===== src/rtl/sd_cmd_pkg.sv =====
// Shared types and constants for the SD card-side CMD line responder.
package sd_cmd_pkg;

    typedef enum logic [2:0] {
        ST_IDLE,
        ST_RECV,
        ST_CHECK,
        ST_WAIT_NCR,
        ST_SEND
    } state_t;

    typedef enum logic [1:0] {
        RESP_NONE,
        RESP_R1,
        RESP_R2,
        RESP_R3
    } resp_t;

    localparam logic [6:0] CRC7_POLY = 7'h09;

    localparam int CMD_LEN = 48;
    localparam int R2_LEN  = 136;

    // Bit positions (counted from the response start bit) of the CRC-covered
    // region and of the CRC field itself.
    localparam int R1_CRC_POS  = 40;
    localparam int R2_DATA_POS = 8;
    localparam int R2_CRC_POS  = 128;

    // Response format owed for an accepted command index.
    function automatic resp_t resp_sel(input logic [5:0] idx);
        resp_t r;
        case (idx)
            6'd0:               r = RESP_NONE;
            6'd2, 6'd9, 6'd10:  r = RESP_R2;
            6'd41:              r = RESP_R3;
            default:            r = RESP_R1;
        endcase
        return r;
    endfunction

endpackage


===== src/rtl/sd_card_cmd_responder_if.sv =====
// CMD line bundle between an SD host and the card-side responder.
interface sd_card_cmd_responder_if;
    logic cmd_pin_in;
    logic cmd_pin_out;
    logic cmd_pin_oe;

    modport master (
        output cmd_pin_in,
        input  cmd_pin_out,
        input  cmd_pin_oe
    );

    modport slave (
        input  cmd_pin_in,
        output cmd_pin_out,
        output cmd_pin_oe
    );
endinterface


===== src/rtl/sd_crc7.sv =====
// Serial CRC7 (x^7 + x^3 + 1), MSB first, shared by receive and transmit paths.
module sd_crc7
    import sd_cmd_pkg::*;
(
    input  logic       clock,
    input  logic       reset,
    input  logic       clr,
    input  logic       en,
    input  logic       bit_in,
    output logic [6:0] crc
);

    logic fb;
    assign fb = bit_in ^ crc[6];

    // Clear has priority so the owner can restart the CRC on any cycle.
    always_ff @(posedge clock or negedge reset) begin
        if (!reset) begin
            crc <= 7'h00;
        end else if (clr) begin
            crc <= 7'h00;
        end else if (en) begin
            crc <= {crc[5:0], 1'b0} ^ ({7{fb}} & CRC7_POLY);
        end
    end

endmodule


===== src/rtl/sd_card_cmd_responder.sv =====
// Card-side SD CMD endpoint: receives 48-bit command frames, checks framing
// and CRC7, reports the command and serialises the R1/R2/R3 response.
//
// state       | meaning
// ------------+------------------------------------------------------------
// ST_IDLE     | line released, waiting for a start bit (0)
// ST_RECV     | shifting in the remaining 47 frame bits
// ST_CHECK    | one cycle: validate frame, latch command, load response
// ST_WAIT_NCR | line released for NCR cycles before the response
// ST_SEND     | driving the response, then one release cycle
module sd_card_cmd_responder
    import sd_cmd_pkg::*;
#(
    parameter int NCR = 2
) (
    input  logic                          clock,
    input  logic                          reset,
    sd_card_cmd_responder_if.slave        cmd_bus,
    input  logic [31:0]                   card_status,
    input  logic [31:0]                   ocr,
    input  logic [119:0]                  cid_csd,
    output logic                          cmd_valid,
    output logic [5:0]                    cmd_index,
    output logic [31:0]                   cmd_arg,
    output logic                          crc_err,
    output logic                          busy
);

    // WAIT_NCR counts down from NCR-1; the terminal-count cycle hands over to
    // SEND, whose first edge drives the start bit.
    localparam logic [5:0] NCR_LOAD = 6'(NCR - 1);

    state_t       state;
    resp_t        resp_type;
    logic [135:0] shreg;
    logic [7:0]   bit_cnt;
    logic [5:0]   ncr_cnt;
    logic         line_out;
    logic         line_oe;

    logic         crc_clr;
    logic         crc_en;
    logic         crc_din;
    logic [6:0]   crc_val;

    logic [5:0]   rx_index;
    logic [31:0]  rx_arg;
    logic         frame_ok;
    resp_t        rx_resp;

    logic [7:0]   resp_len;
    logic [7:0]   crc_start;
    logic [7:0]   crc_off;
    logic         in_crc;
    logic         tx_bit;

    assign cmd_bus.cmd_pin_out = line_out;
    assign cmd_bus.cmd_pin_oe  = line_oe;

    // After the 48th bit the whole frame sits in shreg[47:0].
    assign rx_index = shreg[45:40];
    assign rx_arg   = shreg[39:8];
    assign frame_ok = shreg[46] && shreg[0] && (shreg[7:1] == crc_val);
    assign rx_resp  = resp_sel(rx_index);

    sd_crc7 u_crc (
        .clock  (clock),
        .reset  (reset),
        .clr    (crc_clr),
        .en     (crc_en),
        .bit_in (crc_din),
        .crc    (crc_val)
    );

    // CRC engine steering: receive covers frame bits 1..39 (bit 0 is a zero
    // into a cleared register), transmit covers the response data region.
    always_comb begin
        crc_clr = 1'b0;
        crc_en  = 1'b0;
        crc_din = 1'b0;
        case (state)
            ST_IDLE:  crc_clr = 1'b1;
            ST_RECV: begin
                crc_din = cmd_bus.cmd_pin_in;
                crc_en  = (bit_cnt < 8'(R1_CRC_POS));
            end
            ST_CHECK: crc_clr = 1'b1;
            ST_SEND: begin
                crc_din = shreg[135];
                crc_en  = ((resp_type == RESP_R1) && (bit_cnt < 8'(R1_CRC_POS))) ||
                          ((resp_type == RESP_R2) && (bit_cnt >= 8'(R2_DATA_POS)) &&
                           (bit_cnt < 8'(R2_CRC_POS)));
            end
            default: ;
        endcase
    end

    // Transmit bit selection: the CRC field is taken from the engine, every
    // other bit (including the fixed R3 CRC and the end bit) from shreg.
    always_comb begin
        resp_len  = (resp_type == RESP_R2) ? 8'(R2_LEN) : 8'(CMD_LEN);
        crc_start = (resp_type == RESP_R2) ? 8'(R2_CRC_POS) : 8'(R1_CRC_POS);
        crc_off   = bit_cnt - crc_start;
        in_crc    = ((resp_type == RESP_R1) || (resp_type == RESP_R2)) &&
                    (bit_cnt >= crc_start) && (bit_cnt < (crc_start + 8'd7));
        tx_bit    = in_crc ? crc_val[3'd6 - crc_off[2:0]] : shreg[135];
    end

    // Main sequencer with registered line and status outputs.
    always_ff @(posedge clock or negedge reset) begin
        if (!reset) begin
            state     <= ST_IDLE;
            resp_type <= RESP_NONE;
            shreg     <= '0;
            bit_cnt   <= 8'd0;
            ncr_cnt   <= 6'd0;
            line_out  <= 1'b1;
            line_oe   <= 1'b0;
            cmd_valid <= 1'b0;
            cmd_index <= 6'd0;
            cmd_arg   <= 32'd0;
            crc_err   <= 1'b0;
            busy      <= 1'b0;
        end else begin
            cmd_valid <= 1'b0;
            crc_err   <= 1'b0;
            case (state)
                ST_IDLE: begin
                    line_out <= 1'b1;
                    line_oe  <= 1'b0;
                    if (!cmd_bus.cmd_pin_in) begin
                        state   <= ST_RECV;
                        busy    <= 1'b1;
                        shreg   <= {shreg[134:0], 1'b0};
                        bit_cnt <= 8'd1;
                    end
                end

                ST_RECV: begin
                    shreg <= {shreg[134:0], cmd_bus.cmd_pin_in};
                    if (bit_cnt == 8'(CMD_LEN - 1)) begin
                        state <= ST_CHECK;
                    end else begin
                        bit_cnt <= bit_cnt + 8'd1;
                    end
                end

                ST_CHECK: begin
                    if (frame_ok) begin
                        cmd_valid <= 1'b1;
                        cmd_index <= rx_index;
                        cmd_arg   <= rx_arg;
                        resp_type <= rx_resp;
                        bit_cnt   <= 8'd0;
                        ncr_cnt   <= NCR_LOAD;
                        case (rx_resp)
                            RESP_R1: shreg <= {2'b00, rx_index, card_status, 7'h00, 1'b1, 88'h0};
                            RESP_R2: shreg <= {2'b00, 6'h3F, cid_csd, 7'h00, 1'b1};
                            RESP_R3: shreg <= {2'b00, 6'h3F, ocr, 7'h7F, 1'b1, 88'h0};
                            default: ;
                        endcase
                        if (rx_resp == RESP_NONE) begin
                            state <= ST_IDLE;
                            busy  <= 1'b0;
                        end else begin
                            state <= ST_WAIT_NCR;
                        end
                    end else begin
                        crc_err <= 1'b1;
                        busy    <= 1'b0;
                        state   <= ST_IDLE;
                    end
                end

                ST_WAIT_NCR: begin
                    if (ncr_cnt == 6'd0) begin
                        state <= ST_SEND;
                    end else begin
                        ncr_cnt <= ncr_cnt - 6'd1;
                    end
                end

                ST_SEND: begin
                    if (bit_cnt == resp_len) begin
                        line_out <= 1'b1;
                        line_oe  <= 1'b0;
                        state    <= ST_IDLE;
                    end else begin
                        line_out <= tx_bit;
                        line_oe  <= 1'b1;
                        shreg    <= {shreg[134:0], 1'b0};
                        bit_cnt  <= bit_cnt + 8'd1;
                        if (bit_cnt == resp_len - 8'd1) begin
                            busy <= 1'b0;
                        end
                    end
                end

                default: state <= ST_IDLE;
            endcase
        end
    end

endmodule


===== src/flat_wrapper.sv =====
// flat-port wrapper written by rule: the top's interface ports become plain ports
module sd_card_cmd_responder_flat import sd_cmd_pkg::*;
#(
    parameter int NCR = 2
)
  (clock, reset, card_status, ocr, cid_csd, cmd_valid, cmd_index, cmd_arg, crc_err, busy, cmd_bus_cmd_pin_in, cmd_bus_cmd_pin_out, cmd_bus_cmd_pin_oe);
  sd_card_cmd_responder_if cmd_bus_i ();
  input  logic clock;
  input  logic reset;
  input  logic [31:0] card_status;
  input  logic [31:0] ocr;
  input  logic [119:0] cid_csd;
  output logic cmd_valid;
  output logic [5:0] cmd_index;
  output logic [31:0] cmd_arg;
  output logic crc_err;
  output logic busy;
  input wire logic [$bits(cmd_bus_i.cmd_pin_in)-1:0] cmd_bus_cmd_pin_in;
  output wire logic [$bits(cmd_bus_i.cmd_pin_out)-1:0] cmd_bus_cmd_pin_out;
  output wire logic [$bits(cmd_bus_i.cmd_pin_oe)-1:0] cmd_bus_cmd_pin_oe;
  assign cmd_bus_i.cmd_pin_in = cmd_bus_cmd_pin_in;
  assign cmd_bus_cmd_pin_out = cmd_bus_i.cmd_pin_out;
  assign cmd_bus_cmd_pin_oe = cmd_bus_i.cmd_pin_oe;
  sd_card_cmd_responder #(.NCR(NCR)) u_core (.clock(clock), .reset(reset), .cmd_bus(cmd_bus_i), .card_status(card_status), .ocr(ocr), .cid_csd(cid_csd), .cmd_valid(cmd_valid), .cmd_index(cmd_index), .cmd_arg(cmd_arg), .crc_err(crc_err), .busy(busy));
endmodule

===== config.mk =====
export PLATFORM = sky130hd
export DESIGN_NAME = sd_card_cmd_responder_flat
export DESIGN_NICKNAME = d
export VERILOG_FILES = /design/src/rtl/sd_cmd_pkg.sv /design/src/rtl/sd_card_cmd_responder_if.sv /design/src/rtl/sd_crc7.sv /design/src/rtl/sd_card_cmd_responder.sv /design/src/flat_wrapper.sv
export SDC_FILE = /design/constraint.sdc
export NUM_CORES = 1
export LEC_CHECK = 0
export ABC_AREA = 1
export CAP_MARGIN = 10
export CORE_AREA = 2 2 158 160
export DETAILED_ROUTE_END_ITERATION = 8
export DIE_AREA = 0 0 160 162
export PLACE_DENSITY = 0.75
export SLEW_MARGIN = 0
export SYNTH_ARGS = -nofsm -noshare
export SYNTH_HDL_FRONTEND = slang
export SYNTH_HIERARCHICAL = 1
export SYNTH_SLANG_ARGS = --single-unit

===== constraint.sdc =====
create_clock -name clock -period 3.1 [get_ports clock]
set_clock_uncertainty 0.05 [all_clocks]
set_input_delay 0.93 -clock clock [delete_from_list [all_inputs] [get_ports clock]]
set_output_delay 0.93 -clock clock [all_outputs]
set_load 0.05 [all_outputs]

==> impl_metrics.toml <==
[outcome]
outcome = "completed"

[synth]
synthArstFlopShare_pct = 100
syn_area_per_cell_um2 = 7.03
yosysUniqueCellTypes = 34
synth_flop_cell = "dfrtp_1"
synth_top_area_share_pct = 44.3
synth_common_cells = "465 x nand2_1, 276 x inv_1, 204 x dfrtp_1"
synth_fp_nets = 1836
ys_seq_area_share_pct = 44.5
ys.warnings.count = 6
netlist_top_cells_area = "dfrtp_1 44%, nand2_1 15%, inv_1 9.0%"
synth.ff_latch_count = 205
synth_area_um2 = 11500
netlist_instances = 1639
yosysTopAreaCell = "dfrtp_1"
synth_edf_count = 0
yosysMostFrequentCell = "nand2_1"

[worst_setup_path]
cpLargestDelayFamily = "buffers and inverters"
slowest_delay_ns = 0.80
startpoint = "u_core/cmd_bus.cmd_pin_out"
cp.depth = 1
worst-r2r-cell-count = 13
r2r_start = "u_core/shreg[41]"
critPathKind = "flip-flop to primary output"
cp_data_arrival_time_ns = 1.84
cp-start-kind = "flip-flop"
crit_chain = "clkdlybuf4s50_1"
cp_slowest_cell = "clkdlybuf4s50_1"
worstPathMaxFanout = 2
critPathRequiredTime_ns = 2.12
crit_buf_inv = 1
worst_setup_path_end_kind = "primary output"

[sta]
max_slew_margin_pct = 50.1
tightest_slew_ns = 0.748
rsz0062_at_grt = "no"
fin_crit_ns = 2.82
tns_ns = 0
final.period_utilization_pct = 91.1
setup_slack_ns = 0.276
finalHoldViolations = 0
setup_violations = 0
slew_violations = 0
max_freq_mhz = 354

[die]
start_util_pct = 47.8
core_um2 = 24100
ios = 230
die_area_um2 = 25900
die_y_um = 162
fp-row-count = 57
die_w_um = 160

[clock_tree]
cts_resized = 0
cts_hold_buf = 0
cts_htree_levels = 1
clk-insertion-delay-late_ns = 0.51
cts_buffer_depth = 3
numCtsBuffers = 23
post_cts.repair.setup_buffers = 0
cts_root_buf = "clkbuf_16"
tritoncts = "built"
path_clk_slew_ns = 0.06
clkSinkCount = 205

[layout]
fillers = 2265
multiInputGateArea_um2 = 4870
nNetsFinal = 2021
layout.cells.non_filler = 2165
seq_area_um2 = 5130
drive_above_1_share_pct = 6.36
area_growth_pct = 27.7
fin_util_pct = 61.1

[grt]
grt_pass1_vias = 9987
grt_max_degree = 111
antenna_found_initial = 1
grt_overflow = 0
grt_pass1_wl_um = 48900
grt_usage_pct = 22.7

[pwr]
p_leak_uw = 0.00710
power_density_nw_per_um2 = 663
seqPwrFrac_pct = 35.2
p_sw_uw = 3790
fin_total_pwr_uw = 9750
pwr-share-clk_pct = 27.3
internal_power_uw = 5960
ir_drop_mv = 0.582
p_comb_share_pct = 37.4
netSwitchingFraction_pct = 38.9

[route]
routed_wl_um = 30200
wl_per_cell_um = 14.0
drtIter0Drc = 780
drc = 0
avgViaCountPerCell = 4.99
ant_nets = 0
dr.pass1.iters = 5
num_vias = 10800

[place]
routabilityCongestion = 0.836
place_inst = 2123
pre_cts_ws_ns = 0.328
io_buffer_count = 229
dp_hpwl_um = 20800

[job]
maxCapViolCount = 0

[worst_hold_path]
min_path_type = "primary input to asynchronous set/reset pin"
[kinds of logic after synthesis]
logic type,Yosys count,share of synthesized area (%)
and+or+nand+nor,772,28.3
buffers and inverters,375,13.4
xor gates and xnor gates,5,0.380
adders and majority gates,10,1.09
DFF,205,44.5
AOI/OAI and AO/OA,272,12.3
[power by group through the flow]
| stage | combinational (uW) | clock [uW] | sequential (uW) |
|---|---|---|---|
| detailed placement | 3630 | 0 | 3470 |
| global route | 4120 | 2830 | 3490 |
| global placement | 3530 | 0 | 3450 |
| CTS | 3650 | 2720 | 3430 |
| finish | 3650 | 2670 | 3440 |
| floorplan | 2970 | 0 | 3430 |
[layer usage]
metal  up-vias  track usage (%)  wire length, um
met1      5005             30.4            13200
met3        55             2.86             1200
li1       5467                -                -
met5         -                0                0
met2       268             38.8            15100
met4         0             6.59              765
[sequential cells by signal, summed over array words and instances, names as in the netlist, 2 cells and up]
register	count
u_core/state	3
u_core/u_crc/crc	7
u_core/ncr_cnt	6
u_core/shreg	136
u_core/bit_cnt	8
u_core/cmd_arg	32
u_core/cmd_index	6
u_core/resp_type	2
[layout make-up]
type	count	area share, %
antenna	1	0.0170
clock buffer	32	4.48
clock inverter	9	0.544
inverter	287	7.34
multi-input combinational	1059	33.1
sequential	205	34.9
tap	324	2.75
timing repair buffer	248	16.9
[per-stage QoR]
step | cell area [um^2] | hold slack (ns)
after floorplan | 11500 | 0.392
after global placement | 14000 | 0.404
after detailed placement | 14000 | 0.413
after CTS | 14700 | 0.296
after global routing | 14700 | 0.305
final | 14700 | 0.291
[final timing paths]
| check | to | slack (ns) |
|---|---|---|
| worst max-delay path | cmd_bus_cmd_pin_out | 0.28 |
| worst min-delay path | u_core/cmd_arg[10] | 0.29 |
| worst max register to register | u_core/shreg[37] | 0.36 |
| worst min register to register | u_core/busy | 0.42 |
| max in group asynchronous | u_core/bit_cnt[4] | 1.99 |
| min in group clock | u_core/busy | 0.42 |
[cells in the final DEF, fill, tap and decap left out, drive strengths merged]
cell type	instances
buf	19
o211ai	2
nand4	13
nor2	103
o31ai	1
xor2	4
diode	1
o22ai	27
bufinv	1
xnor2	1
clkinv	6
a21oi	5
ha	10
dfstp	1
nor3	4
dfrtp	204
or2	34
clkdlybuf4s50	228
o21ai	235
nand3	149
clkinvlp	1
and2	1
inv	288
clkbuf	33
nand2	468
o2111ai	2
Note: power is estimated with default switching activity, not from simulation.
